### config.mk
export PLATFORM = sky130hd
export DESIGN_NAME = packet_assembler
export DESIGN_NICKNAME = d
export VERILOG_FILES = /design/src/rtl/motion_pkg.sv /design/src/rtl/byte_timeout.sv /design/src/rtl/packet_assembler.sv
export SDC_FILE = /design/constraint.sdc
export NUM_CORES = 1
export LEC_CHECK = 0
export ABC_AREA = 1
export ABC_CLOCK_PERIOD_IN_PS = 1680
export CAP_MARGIN = 20
export CORE_MARGIN = 3
export CORE_UTILIZATION = 50
export CTS_CLUSTER_SIZE = 30
export DETAILED_ROUTE_END_ITERATION = 8
export HOLD_SLACK_MARGIN = 0.05
export MAX_ROUTING_LAYER = met4
export PLACE_DENSITY = 0.76
export SLEW_MARGIN = 20
export SYNTH_ARGS = -nofsm -noshare
export SYNTH_HDL_FRONTEND = slang
export SYNTH_HIERARCHICAL = 1
export SYNTH_SLANG_ARGS = --single-unit
### constraint.sdc
create_clock -name iClk -period 1.68 [get_ports iClk]
set_input_delay 0.252 -clock iClk [delete_from_list [all_inputs] [get_ports iClk]]
set_output_delay 0.252 -clock iClk [all_outputs]
set_load 0.01 [all_outputs]
### src/rtl/motion_pkg.sv
// Shared constants and types for the motion board serial framing blocks.
// Frame header bytes, deframer states and the RX/TX frame geometry are used
// by both the RX packet assembler and the TX serializer / CRC blocks.
package motion_pkg;

    // Two-byte frame header that starts every packet.
    localparam logic [7:0] HDR0 = 8'hFF;
    localparam logic [7:0] HDR1 = 8'hFA;

    // Deframer states.
    typedef enum logic [1:0] {
        HUNT_H0,
        HUNT_H1,
        PAYLOAD
    } rx_state_t;

    // RX frame: header + 5 payload bytes + CRC-16.
    localparam int RX_PACKAGE_SIZE = 9;
    localparam int RX_STREAM_SIZE  = 8 * RX_PACKAGE_SIZE;

    // TX frame: header + 12 payload bytes + CRC-16.
    localparam int TX_PACKAGE_SIZE = 16;
    localparam int TX_STREAM_SIZE  = 8 * TX_PACKAGE_SIZE;

    // 1 ms of idle line at 50 MHz.
    localparam int DEFAULT_TIMEOUT_CYCLES = 50000;

endpackage

### src/rtl/byte_timeout.sv
// Inter-byte idle counter. Counts cycles while enabled and not cleared, and
// raises a one-cycle expire strobe on the idle cycle that would bring the
// count to TIMEOUT_CYCLES. The strobe is combinational so the owner can
// react on the same edge; a clear on that cycle suppresses it.
module byte_timeout #(
    parameter int TIMEOUT_CYCLES = 50000
) (
    input  logic clk,
    input  logic rst,
    input  logic clear,
    input  logic enable,
    output logic expire
);

    localparam int CNT_W = $clog2(TIMEOUT_CYCLES + 1);
    localparam logic [CNT_W-1:0] LAST_IDLE = CNT_W'(TIMEOUT_CYCLES - 1);

    logic [CNT_W-1:0] cnt_q;

    assign expire = enable && !clear && (cnt_q == LAST_IDLE);

    // Idle counter: restarts on any clear, while disabled, and after expiry.
    always_ff @(posedge clk) begin
        if (rst || clear || !enable || expire) begin
            cnt_q <= '0;
        end else begin
            cnt_q <= cnt_q + 1'b1;
        end
    end

endmodule

### src/rtl/packet_assembler.sv
// RX byte-stream deframer. Hunts for the FF FA header, collects a complete
// PACKAGE_SIZE-byte frame (header, payload, CRC) and presents it as one word
// with a single-cycle valid strobe for the downstream CRC checker. Partial
// frames that stall longer than TIMEOUT_CYCLES idle cycles are discarded and
// counted.
module packet_assembler
    import motion_pkg::*;
#(
    parameter int PACKAGE_SIZE   = RX_PACKAGE_SIZE,
    parameter int STREAM_SIZE    = RX_STREAM_SIZE,
    parameter int TIMEOUT_CYCLES = DEFAULT_TIMEOUT_CYCLES
) (
    input  logic                   iClk,
    input  logic                   iRst,
    input  logic [7:0]             iByte,
    input  logic                   iByteValid,
    output logic [STREAM_SIZE-1:0] oData,
    output logic                   oDataValid,
    output logic                   oTimeout,
    output logic [7:0]             oDropCount
);

    // Holds every byte of the frame except the one currently arriving, so the
    // completed word is simply {pend_q, iByte}.
    localparam int PEND_W = STREAM_SIZE - 8;
    localparam logic [4:0] LAST_IDX = 5'(PACKAGE_SIZE - 1);
    localparam logic [PEND_W-1:0] HDR_LOAD = {{(PEND_W - 16){1'b0}}, HDR0, HDR1};

    rx_state_t         state_q;
    logic [4:0]        cnt_q;
    logic [PEND_W-1:0] pend_q;
    logic              expire;
    logic              tmo_enable;

    function automatic logic [7:0] sat_inc8(input logic [7:0] value);
        return (value == 8'hFF) ? value : value + 8'd1;
    endfunction

    // Timer only matters once a frame has started (header byte seen).
    assign tmo_enable = (state_q != HUNT_H0);

    byte_timeout #(
        .TIMEOUT_CYCLES(TIMEOUT_CYCLES)
    ) u_timeout (
        .clk   (iClk),
        .rst   (iRst),
        .clear (iByteValid),
        .enable(tmo_enable),
        .expire(expire)
    );

    // Deframer FSM with registered frame word, strobes and drop counter.
    always_ff @(posedge iClk) begin
        if (iRst) begin
            state_q    <= HUNT_H0;
            cnt_q      <= '0;
            pend_q     <= '0;
            oData      <= '0;
            oDataValid <= 1'b0;
            oTimeout   <= 1'b0;
            oDropCount <= '0;
        end else begin
            oDataValid <= 1'b0;
            oTimeout   <= 1'b0;
            if (iByteValid) begin
                case (state_q)
                    HUNT_H0: begin
                        if (iByte == HDR0) begin
                            state_q <= HUNT_H1;
                        end
                    end
                    HUNT_H1: begin
                        if (iByte == HDR1) begin
                            state_q <= PAYLOAD;
                            pend_q  <= HDR_LOAD;
                            cnt_q   <= 5'd2;
                        end else if (iByte != HDR0) begin
                            // A repeated FF keeps us waiting for FA.
                            state_q <= HUNT_H0;
                        end
                    end
                    PAYLOAD: begin
                        // Header values inside the frame are ordinary data.
                        if (cnt_q == LAST_IDX) begin
                            oData      <= {pend_q, iByte};
                            oDataValid <= 1'b1;
                            state_q    <= HUNT_H0;
                            cnt_q      <= '0;
                        end else begin
                            pend_q <= {pend_q[PEND_W-9:0], iByte};
                            cnt_q  <= cnt_q + 5'd1;
                        end
                    end
                    default: begin
                        state_q <= HUNT_H0;
                        cnt_q   <= '0;
                    end
                endcase
            end else if (expire) begin
                state_q    <= HUNT_H0;
                cnt_q      <= '0;
                oTimeout   <= 1'b1;
                oDropCount <= sat_inc8(oDropCount);
            end
        end
    end

endmodule

==> results_dict.tcl <==
set metrics [dict create \
    syn_inst 1029 \
    cts-htree-levels 4 \
    cp_max_fo 4 \
    die_x_um 127 \
    setup_ws_ns -0.167 \
    wl_per_cell_um 14.6 \
    grt_pass1_wl_mm 29.4 \
    dr_wl_met3_um 963 \
    dp.cells 1301 \
    critPathArrivalTime_ns 2.22 \
    grt.total_usage_pct 22.5 \
    synth_commonest_cells "nor2_1, nand2_1, dfxtp_1, nand3_1, a21oi_1" \
    finClkSkew_ns 0.00749 \
    fillers 1075 \
    vias_per_cell 5.24 \
    top_layer_used "met4" \
    post-dp-hpwl_mm 10.9 \
    grt_max_degree 52 \
    core_um2 14100 \
    ys_warn_count 6 \
    synth_area_leaders "dfxtp_1, nor2_1, nand2_1" \
    fin_util_pct 72.0 \
    p_per_area_nw_per_um2 954 \
    antenna_found_initial 0 \
    p_seq_share_pct 45.3 \
    yosys.area.top_type "dfxtp_1" \
    p_switching_mw 2.57 \
    syn_area_per_cell_um2 7.14 \
    ir_worst_vdd_mv 0.716 \
    post-place-ws_ns -0.243 \
    path_class "flip-flop to flip-flop" \
    ys_async_sr_fraction_pct 0 \
    fin_crit_ns 1.85 \
    run_status "finished, violations left" \
    synth-edff-count 0 \
    clkPwrFrac_pct 41.4 \
    p_leak_nw 4.26 \
    synth_cell_type_count 30 \
    area_growth_pct 38.3 \
    clockRootBuffer "clkbuf_16" \
    worstMarginPinSlew_ns 0.319 \
    drc 0 \
    clkLatencyLatePin_ns 0.43 \
    grt_setup_unrepaired "yes" \
    gp_congestion 0.824 \
    clkSlewWorstSetupHoldPaths_ns 0.06 \
    drtPass1Iterations 5 \
    crit_required_ns 2.05 \
    drt_iter0_markers 714 \
    violations "setup timing" \
    drive_above_1_share_pct 21.9 \
    synth_ff_type "dfxtp_1" \
    grt_pass1_vias 6256 \
    netlist.area_leader.share_pct 46.1 \
    cts_tree "yes" \
    hold_viol 0 \
    comb_power_share_pct 13.3 \
    gr-total-overflow 0 \
    port_buffers 92 \
    chipHeight_um 127 \
    cp-end-kind "flip-flop" \
    placed_area_um2 8700 \
    initial_core_util_pct 52.1 \
    min-delay-path-class "flip-flop to flip-flop" \
    wl_mm 19.8 \
    power_mw 9.69 \
    swShare_pct 26.5 \
    die-area_um2 16200 \
    io_pins 93 \
    final-instance-count-excl-fill 1355 \
    drt-met1-wl_mm 8.68 \
    vias 7104 \
    worst_hold_slack_ns 0.493 \
    nets 1180 \
    clock_sinks 169 \
    cts_buffers 17 \
    final_area_um2 10200 \
    fin_tns_setup_ns -3.93 \
    syn_area_um2 7340 \
    maxCapViolations 0 \
    multi_input_area_um2 3740 \
    rows 43 \
    synth.most_common_cell "nor2_1" \
    slew_headroom_pct 78.7 \
    ys_seq_area_share_pct 46.1 \
    clockBufferDepth 2 \
    drt.antenna.violating_nets 0 \
    wl_met2_mm 9.63 \
    synth_nets 1047 \
    timing.fmax_ghz 0.541 \
    min_period_over_period_pct 110 \
    cellInternalPower_mw 7.13 \
    report.final.setup_viol 82 \
    startpoint_type "flip-flop" \
    seq_area_um2 3400 \
    slew_violations 0 \
    diodes 0 \
    synth_seq_cells 169 \
]
-- worst max-delay path, stage by stage (launching register included) --
cell and delay, ns:
dfxtp_2 0.34, inv_2 0.05, ha_4 0.16, inv_2 0.05, inv_2 0.03, nor2_1 0.09
nand2_1 0.09, nor3_2 0.26, nor2_1 0.11, nor2_2 0.24, nand3_1 0.13, nand2_1 0.08
nand2_1 0.05, nor2_1 0.09
-- repair_timing --
| action | CTS | global route |
|---|---|---|
| setup endpoints to repair | 76 | 167 |
| buffers inserted | 1 | 6 |
| pin swaps | 18 | 30 |
| gates resized for setup | 41 | 123 |
| gates cloned | 0 | 15 |
| hold buffers | 0 | 0 |
-- cells by family after synthesis --
logic type	share of synthesized area [%]
buf+inv	8.55
compound gates	11.0
flops	46.1
xor+xnor	1.43
fa+ha+maj	1.19
simple gates	31.7
-- metal layers --
metal | vias to the layer above | GRT usage [%]
met5 | - | -
met4 | 0 | 7.32
met3 | 42 | 5.39
met2 | 225 | 35.5
met1 | 3283 | 28.7
li1 | 3554 | -
-- final timing paths --
kind	depth (start not counted)	endpoint	from	slack (ns)
min reg2reg	2	oData[69]	pend_q[61]	0.49
max reg2reg	13	cnt_q[4]	state_q[1]	-0.17
min	2	oData[69]	pend_q[61]	0.49
max	13	cnt_q[4]	state_q[1]	-0.17
-- final cells by class --
| class | count | area share [%] |
|---|---|---|
| multi-input cells | 748 | 36.8 |
| flip-flops and latches | 169 | 33.4 |
| well taps | 180 | 2.22 |
| clock buffers | 17 | 4.19 |
| repair inverters | 1 | 0.111 |
| inverters | 44 | 1.90 |
| clock inverters | 15 | 1.72 |
| repair buffers | 181 | 19.6 |
-- cells in the final DEF (no fill, tap or decap), drive strengths merged --
cell type	netlist	layout
nor2	276	276
nand2	201	201
dfxtp	169	169
clkdlybuf4s50	0	90
nand3	83	83
buf	44	80
a21oi	79	79
o21ai	77	77
inv	43	48
clkbuf	24	26
xor2	8	8
ha	7	7
clkinv	1	5
nor3	5	5
nand4	4	4
xnor2	4	4
clkinvlp	0	4
bufinv	0	3
o21bai	3	3
dlymetal6s2s	0	2
nand3b	1	1
-- power by group through the flow --
stage	combinational [mW]	sequential, mW	clock (mW)
final	1.29	4.39	4.01
after global routing	1.43	4.41	4.24
after CTS	1.09	4.35	4.06
after detailed placement	1.06	4.44	0
after global placement	1.04	4.44	0
after floorplan	0.778	4.40	0
-- registers in the layout, summed over array words and instances (netlist names) --
| register | cells |
|---|---|
| cnt_q | 5 |
| oData | 72 |
| oDataValid | 1 |
| oDropCount | 8 |
| oTimeout | 1 |
| pend_q | 64 |
| state_q | 2 |
| u_timeout/cnt_q | 16 |
Power figures use the tool's default switching activity.
